`config.mk`:
```
export PLATFORM = sky130hd
export DESIGN_NAME = aquarium_sensor_scanner
export DESIGN_NICKNAME = d
export VERILOG_FILES = /design/src/rtl/aquarium_pkg.sv /design/src/rtl/aquarium_range_check.sv /design/src/rtl/aquarium_sensor_scanner.sv
export SDC_FILE = /design/constraint.sdc
export NUM_CORES = 1
export LEC_CHECK = 0
export ABC_AREA = 1
export ABC_CLOCK_PERIOD_IN_PS = 1720
export BUFFER_PORTS_ARGS = -buffer_cell sky130_fd_sc_hd__buf_2
export CAP_MARGIN = 20
export CORE_MARGIN = 4
export CORE_UTILIZATION = 35
export CTS_BUF_LIST = sky130_fd_sc_hd__clkbuf_4
export CTS_CLUSTER_DIAMETER = 50
export DETAILED_ROUTE_END_ITERATION = 6
export SYNTH_ARGS = -nofsm -noshare
export SYNTH_HDL_FRONTEND = slang
export SYNTH_SLANG_ARGS = --single-unit
export TNS_END_PERCENT = 100
```
`constraint.sdc`:
```
create_clock -name CLK -period 1.72 [get_ports CLK]
set_input_delay 0.172 -clock CLK [delete_from_list [all_inputs] [get_ports CLK]]
set_output_delay 0.172 -clock CLK [all_outputs]
set_load 0.01 [all_outputs]
```
`src/rtl/aquarium_pkg.sv`:
```
// ---------------------------------------------------------------------------
// aquarium_pkg
//
// Shared definitions for the aquarium monitor sensor scanner.
//
// Contents:
//   scan_state_t : scanner state machine encoding (IDLE, SCAN, HOLD)
//   CH_*         : fixed channel assignments for the tank sensors
//   ERR_PATTERN  : all-ones pattern driven on the scan outputs while frozen
//   dwell_width  : width helper for the per-channel dwell counter
// ---------------------------------------------------------------------------
package aquarium_pkg;

  typedef enum logic [1:0] {
    IDLE = 2'd0,
    SCAN = 2'd1,
    HOLD = 2'd2
  } scan_state_t;

  // Channel numbering used by the monitor firmware. Further channels are
  // appended after CH_SALT as sensors are added.
  localparam int CH_CLEAN = 0;
  localparam int CH_TEMP  = 1;
  localparam int CH_FOOD  = 2;
  localparam int CH_SALT  = 3;

  // Wide enough for any supported DATA_W / NUM_CH; users slice the low bits.
  localparam logic [63:0] ERR_PATTERN = '1;

  // A single-cycle dwell still needs a 1-bit counter so that the register
  // declaration stays legal.
  function automatic int dwell_width(input int div);
    return (div > 1) ? $clog2(div) : 1;
  endfunction

endpackage

```
`src/rtl/aquarium_range_check.sv`:
```
// ---------------------------------------------------------------------------
// aquarium_range_check
//
// Storage and range supervision for one sensor channel. Holds the latest
// sample together with its low/high thresholds and raises a sticky alarm
// whenever the registered sample lies outside [lo, hi] (unsigned).
//
// Ports:
//   CLK        : clock, rising edge
//   reset_n    : asynchronous active-low reset
//   wr_en      : load wr_data into the sample register
//   wr_data    : new sample value
//   cfg_lo_en  : load cfg_data into the low threshold
//   cfg_hi_en  : load cfg_data into the high threshold
//   cfg_data   : new threshold value
//   alarm_clr  : clear the sticky alarm (a live violation still wins)
//   sample     : current sample register
//   alarm      : sticky out-of-range flag
// ---------------------------------------------------------------------------
module aquarium_range_check
  import aquarium_pkg::*;
#(
  parameter int DATA_W = 8
) (
  input  logic              CLK,
  input  logic              reset_n,
  input  logic              wr_en,
  input  logic [DATA_W-1:0] wr_data,
  input  logic              cfg_lo_en,
  input  logic              cfg_hi_en,
  input  logic [DATA_W-1:0] cfg_data,
  input  logic              alarm_clr,
  output logic [DATA_W-1:0] sample,
  output logic              alarm
);

  logic [DATA_W-1:0] lo;
  logic [DATA_W-1:0] hi;
  logic              out_of_range;

  // Thresholds reset to the widest possible window so that a freshly reset
  // channel never alarms.
  always_ff @(posedge CLK or negedge reset_n) begin
    if (!reset_n) begin
      sample <= '0;
      lo     <= '0;
      hi     <= '1;
    end else begin
      if (wr_en) begin
        sample <= wr_data;
      end
      if (cfg_lo_en) begin
        lo <= cfg_data;
      end
      if (cfg_hi_en) begin
        hi <= cfg_data;
      end
    end
  end

  // Evaluated on registered values only. An inverted window (lo > hi)
  // flags every sample, which is how firmware forces a channel into alarm.
  assign out_of_range = (sample < lo) || (sample > hi);

  // Set has priority over clear so a channel that is still bad cannot be
  // silenced by software.
  always_ff @(posedge CLK or negedge reset_n) begin
    if (!reset_n) begin
      alarm <= 1'b0;
    end else begin
      alarm <= out_of_range || (alarm && !alarm_clr);
    end
  end

endmodule

```
`src/rtl/aquarium_sensor_scanner.sv`:
```
// ---------------------------------------------------------------------------
// aquarium_sensor_scanner
//
// Sensor register bank and scan multiplexer for the aquarium monitor. Each
// channel keeps one sample plus low/high thresholds in an
// aquarium_range_check slice. The scanner presents the channels one at a
// time on scan_data with a one-hot tag, dwelling SCAN_DIV cycles per
// channel. With FREEZE_ON_ALARM set, any alarm freezes the scanner in HOLD,
// where the outputs carry the all-ones error pattern until software clears
// the alarms.
//
// Parameters:
//   NUM_CH          : number of sensor channels (2..16)
//   DATA_W          : sample / threshold width
//   SCAN_DIV        : dwell cycles per channel (>= 1)
//   FREEZE_ON_ALARM : 1 = alarms force HOLD, 0 = alarms are only flagged
//   CH_W            : channel index width (derived)
//
// Ports:
//   CLK, reset_n    : clock (rising edge), asynchronous active-low reset
//   scan_en         : run the scanner
//   wr_en/wr_ch/wr_data        : sample write
//   cfg_en/cfg_hi/cfg_ch/cfg_data : threshold write (cfg_hi selects hi/lo)
//   alarm_clr       : clear all sticky alarms
//   scan_data       : presented sample
//   scan_ch         : one-hot tag of the presented channel
//   scan_valid      : one-cycle pulse when a channel is presented
//   alarm           : sticky per-channel out-of-range flags
//   error           : high while frozen in HOLD
// ---------------------------------------------------------------------------
module aquarium_sensor_scanner
  import aquarium_pkg::*;
#(
  parameter int  NUM_CH          = 4,
  parameter int  DATA_W          = 8,
  parameter int  SCAN_DIV        = 4,
  parameter int  FREEZE_ON_ALARM = 1,
  localparam int CH_W            = $clog2(NUM_CH)
) (
  input  logic              CLK,
  input  logic              reset_n,
  input  logic              scan_en,
  input  logic              wr_en,
  input  logic [CH_W-1:0]   wr_ch,
  input  logic [DATA_W-1:0] wr_data,
  input  logic              cfg_en,
  input  logic              cfg_hi,
  input  logic [CH_W-1:0]   cfg_ch,
  input  logic [DATA_W-1:0] cfg_data,
  input  logic              alarm_clr,
  output logic [DATA_W-1:0] scan_data,
  output logic [NUM_CH-1:0] scan_ch,
  output logic              scan_valid,
  output logic [NUM_CH-1:0] alarm,
  output logic              error
);

  localparam int              DIV_W      = dwell_width(SCAN_DIV);
  localparam logic [DIV_W-1:0] LAST_DWELL = DIV_W'(SCAN_DIV - 1);
  localparam logic [CH_W-1:0]  LAST_CH    = CH_W'(NUM_CH - 1);
  localparam bit               FREEZE     = (FREEZE_ON_ALARM != 0);

  scan_state_t                    state;
  logic [CH_W-1:0]                idx;
  logic [DIV_W-1:0]               dwell;
  logic [NUM_CH-1:0][DATA_W-1:0]  samples;
  logic                           wr_ok;
  logic                           cfg_ok;
  logic                           any_alarm;
  logic                           freeze_now;
  logic                           at_last_dwell;
  logic [CH_W-1:0]                idx_next;
  logic [NUM_CH-1:0]              idx_onehot;

  // When NUM_CH is not a power of two the index ports can name channels
  // that do not exist; such writes are dropped rather than aliased.
  assign wr_ok  = wr_en  && (int'(wr_ch)  < NUM_CH);
  assign cfg_ok = cfg_en && (int'(cfg_ch) < NUM_CH);

  for (genvar i = 0; i < NUM_CH; i++) begin : g_ch
    logic wr_sel;
    logic lo_sel;
    logic hi_sel;

    assign wr_sel = wr_ok  && (int'(wr_ch)  == i);
    assign lo_sel = cfg_ok && !cfg_hi && (int'(cfg_ch) == i);
    assign hi_sel = cfg_ok &&  cfg_hi && (int'(cfg_ch) == i);

    aquarium_range_check #(
      .DATA_W (DATA_W)
    ) u_chan (
      .CLK       (CLK),
      .reset_n   (reset_n),
      .wr_en     (wr_sel),
      .wr_data   (wr_data),
      .cfg_lo_en (lo_sel),
      .cfg_hi_en (hi_sel),
      .cfg_data  (cfg_data),
      .alarm_clr (alarm_clr),
      .sample    (samples[i]),
      .alarm     (alarm[i])
    );
  end

  assign any_alarm     = |alarm;
  assign freeze_now    = FREEZE && any_alarm;
  assign at_last_dwell = (dwell == LAST_DWELL);
  assign idx_next      = (idx == LAST_CH) ? '0 : idx + CH_W'(1);
  assign idx_onehot    = NUM_CH'(1) << idx;

  // Scanner state machine and registered outputs.
  // HOLD entry is checked first so that it overrides both the IDLE/SCAN
  // handshake and the dwell progression. Leaving SCAN through scan_en=0
  // keeps idx and dwell, so a paused scan picks up where it stopped; only
  // the HOLD exit restarts the scan from channel 0.
  always_ff @(posedge CLK or negedge reset_n) begin
    if (!reset_n) begin
      state      <= IDLE;
      idx        <= '0;
      dwell      <= '0;
      scan_data  <= '0;
      scan_ch    <= '0;
      scan_valid <= 1'b0;
      error      <= 1'b0;
    end else begin
      scan_valid <= 1'b0;
      if ((state != HOLD) && freeze_now) begin
        state     <= HOLD;
        scan_data <= ERR_PATTERN[DATA_W-1:0];
        scan_ch   <= ERR_PATTERN[NUM_CH-1:0];
        error     <= 1'b1;
      end else begin
        case (state)
          IDLE: begin
            if (scan_en) begin
              state <= SCAN;
            end
          end
          SCAN: begin
            if (!scan_en) begin
              state <= IDLE;
            end else begin
              if (dwell == '0) begin
                scan_data  <= samples[idx];
                scan_ch    <= idx_onehot;
                scan_valid <= 1'b1;
              end
              if (at_last_dwell) begin
                dwell <= '0;
                idx   <= idx_next;
              end else begin
                dwell <= dwell + DIV_W'(1);
              end
            end
          end
          HOLD: begin
            if (!any_alarm) begin
              error <= 1'b0;
              idx   <= '0;
              dwell <= '0;
              state <= scan_en ? SCAN : IDLE;
            end
          end
          default: begin
            state <= IDLE;
          end
        endcase
      end
    end
  end

endmodule

```
==> After elaboration in Yosys (flattened, before gate mapping) <==
Cells that the tools add are included.
{ "totals": {"regBits": 120, "inputBits": 27, "elab_cells": 129} }
{ "classes": {"add_sub_neg": 2, "n_lt_le_gt_ge": 9, "n_eq_ne": 18, "shift": 1, "n_mux": 31, "n_bitwise": 1, "reduce_logical": 44} }
{ "op_table": {"columns": ["op", "n"], "rows": [
  ["2-to-1 mux 8 bit", 5],
  ["greater-than comparator 8 bit", 4],
  ["< comparator 8 bit", 4],
  ["2-to-1 mux 2 bit", 10],
  ["logical AND 1 bit", 19],
  ["binary-select mux 8 bit (select 2 bit)", 1],
  ["2-to-1 mux 4 bit", 4],
  ["equality test 2 bit, second input constant", 7],
  ["nonzero test 2 bit", 5],
  ["inequality test 3 bit, second input constant", 3],
  ["zero test 2 bit", 4],
  ["logical OR 1 bit", 8],
  ["2-to-1 mux 1 bit", 8],
  ["inequality test 2 bit, second input constant", 4],
  ["one-hot mux 2 bit (2 select lines)", 2],
  ["equality test 2 x 1 -> 1 bit, second input constant", 3],
  ["one-hot mux 2 bit (3 select lines)", 1],
  ["AND reduction 3 bit", 2],
  ["AND reduction 5 bit", 1],
  ["adder 2 x 1 -> 2 bit, second input constant", 2],
  ["AND reduction 4 bit", 1],
  ["OR reduction 4 bit", 1],
  ["<< shifter 1 x 2 -> 4 bit, first input constant", 1],
  ["< comparator 2 x 3 -> 1 bit, second input constant", 1],
  ["other kinds (4)", 5]
]} }

==> Depth between registers and ports, before layout <==
{ "depth": {"ltp_word": 6, "ltp_mapped": 11, "ltp_nobuf": 11} }

==> Hierarchy <==
A second synthesis with hierarchy kept.
{ "hier_totals": {"hier_cells": 793, "area_unflattened_um2": 6981.7} }
{ "by_module_without_submodules": {"columns": ["module", "n_inst", "cells_each", "area_per_inst_um2", "seq_area_each_um2"], "rows": [
  ["aquarium_range_check at g_ch[0].u_chan ...", 3, 138, 1352.5, 635.6],
  ["aquarium_sensor_scanner", 1, 240, 1577.8, 500.5],
  ["aquarium_range_check at g_ch[2].u_chan", 1, 139, 1346.3, 635.6]
]} }

==> Worst setup path after synthesis <==
Ideal clock, no wire load.
{ "synth_timing": {"kind": "register -> register", "from": "register g_ch[1].u_chan.alarm", "to": "register idx[1]", "t_arrival_ps": 1775, "required_ps": 1637, "path_slack_ps": -138, "stages_incl_launch_ff": 8, "n_path_buf": 0, "synth_period_minus_slack_ps": 1858, "cell_sequence": "dfrtp_1 > or4_1 > ha_1 > inv_1 > nand4_2 > a21oi_1 > nand3_1 > o21ai_0"} }
{ "synth_via": {"elab_chain_len": 4} }
{ "synth_rtl": {"columns": ["item", "line_no", "source"], "rows": [
  ["start, declared", "aquarium_range_check.sv:34", "output logic alarm"],
  ["start signal, assigned", "aquarium_range_check.sv:71", "alarm <= out_of_range || (alarm && !alarm_clr);"],
  ["OR reduction 4 bit (*)", "aquarium_sensor_scanner.sv:105", "assign any_alarm = |alarm;"],
  ["parallel branches: the longest is 2 deep, another holds inequality test 2 bit", null, null],
  ["AND reduction 5 bit (no source line) (*)", null, null],
  ["end signal, assigned", "aquarium_sensor_scanner.sv:150", "idx <= idx_next;"],
  ["end, declared", "aquarium_sensor_scanner.sv:64", "logic [CH_W-1:0] idx;"]
]} }
Every way passes the cells marked *.
A chain may end at the register's enable or synchronous reset.

==> Final worst setup path <==
{ "layout_timing": {"from": "register g_ch[1].u_chan.alarm", "to": "register scan_data[4]"} }
{ "layout_via": {"elab_chain_len": 4} }
{ "layout_rtl": {"columns": ["item", "line_no", "source"], "rows": [
  ["OR reduction 4 bit (*)", "aquarium_sensor_scanner.sv:105", null],
  ["logical AND 1 bit (*)", "aquarium_sensor_scanner.sv:127", "if ((state != HOLD) && freeze_now) begin"],
  ["nonzero test 2 bit (no source line)", null, null],
  ["AND reduction 3 bit (no source line)", null, null],
  ["end signal, assigned", "aquarium_sensor_scanner.sv:129", "scan_data <= ERR_PATTERN[DATA_W-1:0];"],
  ["end signal, assigned", "aquarium_sensor_scanner.sv:144", "scan_data <= samples[idx];"],
  ["end, declared", "aquarium_sensor_scanner.sv:51", "output logic [DATA_W-1:0] scan_data,"]
]} }
Every way passes the cells marked *; elsewhere a longest branch is shown, timed or not.

==> out/results.tsv <==
stage	metric	value	unit
power_and_ir_drop	leakage	3.82	nW
synth	synthMuxAreaShare	0	
clock_network	clock_path_buffers	2	
layout	final_common_cell	nand2_1	
global_route	grt_usage	0.166	
placed_design	place_area	0.00707	mm^2
synth	synth.cell_area	0.00653	mm^2
route	wl_per_cell	14.5	um
timing	fin_ws	-0.0431	ns
timing	finalSetupViolCount	12	
global_route	grt_max_degree	33	
timing	fmax	0.567	GHz
route	drt-vias-per-instance	4.65	
placed_design	pre_cts_slack	-0.101	ns
clock_network	clkTransAtPathRegs	0.10	ns
clock_network	cts.sinks	120	
synth	yosysSeqAreaShare	0.466	
critical_path	critPathLaunchType	flip-flop	
critical_path	r2r_slack	-0.04	ns
synth	synth_cell_types	26	
timing	rsz0062_at_grt	yes	
global_route	grt_pass1_wl	26300	um
synth	synth-simple-area-share	0.165	
critical_path	worstPathArrival	2.20	ns
synth	avgSynthCellArea	8.38	um^2
route	drt-total-wl	16000	um
timing	slew_violations	0	
global_route	grt_remaining_overflow	0	
power_and_ir_drop	intPower	5.64	mW
clock_network	cts_buffers	17	
power_and_ir_drop	clkPwrFrac	0.216	
synth	syn_nets	878	
layout	stdcell_area	0.00760	mm^2
critical_path	timing.rr.start	g_ch[1].u_chan.alarm	
layout	fin_nets	963	
timing	fin_skew	0.0117	ns
die	rows	49	
critical_path	crit_required	2.16	ns
clock_network	clock-root-buffer	clkbuf_4	
power_and_ir_drop	powerDensity	1180	mW/mm^2
synth	synth_top_area_cell	dfrtp_1	
layout	area_growth	16.5	%
layout	layout-drive-gt1-share	0.161	
timing	period_needed	1.76	ns
die	num_io_pins	45	
synth	synthTopCellsByArea	dfrtp_1 (34%), ha_1 (14%), dfstp_2 (13%), nand2_1 (11%), o21ai_0 (9.1%)	
layout	layout_common_cells	nand2_1 (199), inv_1 (126), o21ai_0 (113)	
route	dr_total_vias	5151	
route	first_pass_iters	5	
synth	synth_compound_area_frac	0.133	
timing	tightest_slew	0.604	ns
power_and_ir_drop	p_sw_frac	0.371	
die	start_util	0.360	
synth	syn_inst	779	
run_status	failed_checks	setup timing	
timing	finalHoldViolations	0	
die	die_area	0.0209	mm^2
power_and_ir_drop	max-vdd-ir-drop	0.456	mV
critical_path	worstSetupEndpointType	flip-flop	
critical_path	startpoint	g_ch[1].u_chan.alarm	
power_and_ir_drop	p_seq_frac	0.435	
layout	utilization	0.419	
route	drt-initial-drc-count	301	
job	drv_cap	0	
clock_network	cts_htree_levels	4	
clock_network	cts_tree	done	
power_and_ir_drop	power_frac_comb	0.349	
synth	yosysWarnings	0	
route	ant_nets	0	
critical_path	crit_type	flip-flop to flip-flop	
die	die_h	145	um
synth	synth_top_area_share	0.337	
timing	max-slew-margin-rel	0.596	
synth	synth_top_family_by_area	simple AND/OR/NAND/NOR gates	
synth	synth_seq_cells	120	
power_and_ir_drop	p_sw	3.33	mW
min_path	min_path_type	input pin to async pin	
placed_design	portBuffers	44	
placed_design	gp_congestion	0.820	
critical_path	r2r_cells	7	
global_route	antenna_found_initial	1	
synth	synth_adder_area_share	0.138	
die	fp.dieW	145	um
global_route	first_global_vias	4900	
critical_path	regToRegEndpoint	scan_data[4]	
die	core_area	0.0181	mm^2
clock_network	clk_latency	0.55	ns
run_status	outcome	finished, violations left	
placed_design	post-dp-hpwl	12200	um
synth	synth_xor_area_frac	0	
route	drc	0	
critical_path	crit_fanout	5	
timing	finalCritPeriodShare	1.03	
[power by group through the flow]
stage                     combinational, mW  sequential, mW  clock [mW]
after floorplan                        2.14            3.79           0
after global placement                 2.91            3.95           0
after detailed placement               2.95            3.96           0
after CTS                              3.13            3.91        1.99
after global routing                   3.69            3.98        2.15
final                                  3.13            3.91        1.94
[layout make-up]
class	instances	area, um^2
Fill cell	1849	10500
Sequential cell	120	3040
Multi-Input combinational cell	508	2890
Timing Repair Buffer	88	638
Inverter	129	487
Tap cell	229	287
Clock buffer	20	150
Clock inverter	12	109
Antenna cell	1	2.50
[cell usage after synthesis]
cell and n:
nor2_1 48, nand4_1 4, nor3_1 4, a21oi_1 25, nand4_2 1, buf_6 5
clkbuf_1 5, inv_1 128, o21ai_0 119, a21o_1 3, o21a_1 1, o211ai_1 8
nor3_4 1, a31oi_1 2, o22a_1 3, ha_1 72, dfrtp_1 88, inv_2 1
nand3_1 13, buf_2 5, nor2_2 1, dfstp_2 32, or4_1 1, o21ai_1 3
nand2_1 199, buf_4 7
[sequential cells by signal, indices dropped and copies added (netlist names)]
signal	cells
g_ch.u_chan.hi	32
g_ch.u_chan.lo	32
g_ch.u_chan.sample	32
scan_data	8
g_ch.u_chan.alarm	4
scan_ch	4
dwell	2
idx	2
state	2
error	1
scan_valid	1
[cells by family after synthesis]
group	Yosys count
and+or+nand+nor	272
AOI/OAI and AO/OA	164
buffers and inverters	151
DFF	120
adders and majority gates	72
[routing by layer]
layer / global-route usage / vias to the layer above / wire, um
met4: 0.0476 / 0 / 305
met1: 0.243 / 2352 / 8170
met2: 0.239 / 110 / 6730
li1: - / 2666 / -
met5: 0 / - / 0
met3: 0.0486 / 23 / 804
[timing repair]
item,CTS,global route
setup buffers,3,2
resized for setup,18,1
hold endpoints to repair,134,0
setup endpoints to repair,14,16
pin swaps,6,2
gates cloned,1,0
hold buffers,18,0
[per-stage QoR]
stage,std cells,power [mW],hold WS [ns],TNS (ns)
finish,1107,8.98,0.0968,-0.274
global route,1107,9.82,0.0687,-1.58
CTS,1104,9.03,0.0684,-0.490
detailed placement,1050,6.91,0.148,-0.853
global placement,1050,6.85,0.152,-0.334
floorplan,779,5.93,-0.124,0
[how the worst max path moves through the flow]
stage	end	slack, ns	cells past startpoint
2_1_floorplan	scan_ch[2]	0.004	6
3_3_place_gp	scan_data[6]	-0.04	7
3_5_place_dp	scan_data[4]	-0.10	7
4_1_cts	scan_ch[1]	-0.06	6
5_1_grt	scan_data[4]	-0.16	7
6_report	scan_data[4]	-0.04	7
[worst max-delay path, stage by stage (launching register included)]
cell      delay (ns)
dfrtp_1         0.39
or4_4           0.57
ha_4            0.21
nor2_4          0.12
buf_6           0.13
o211ai_1        0.10
o21ai_1         0.10
inv_1           0.05
(Power assumes the default switching activity.)
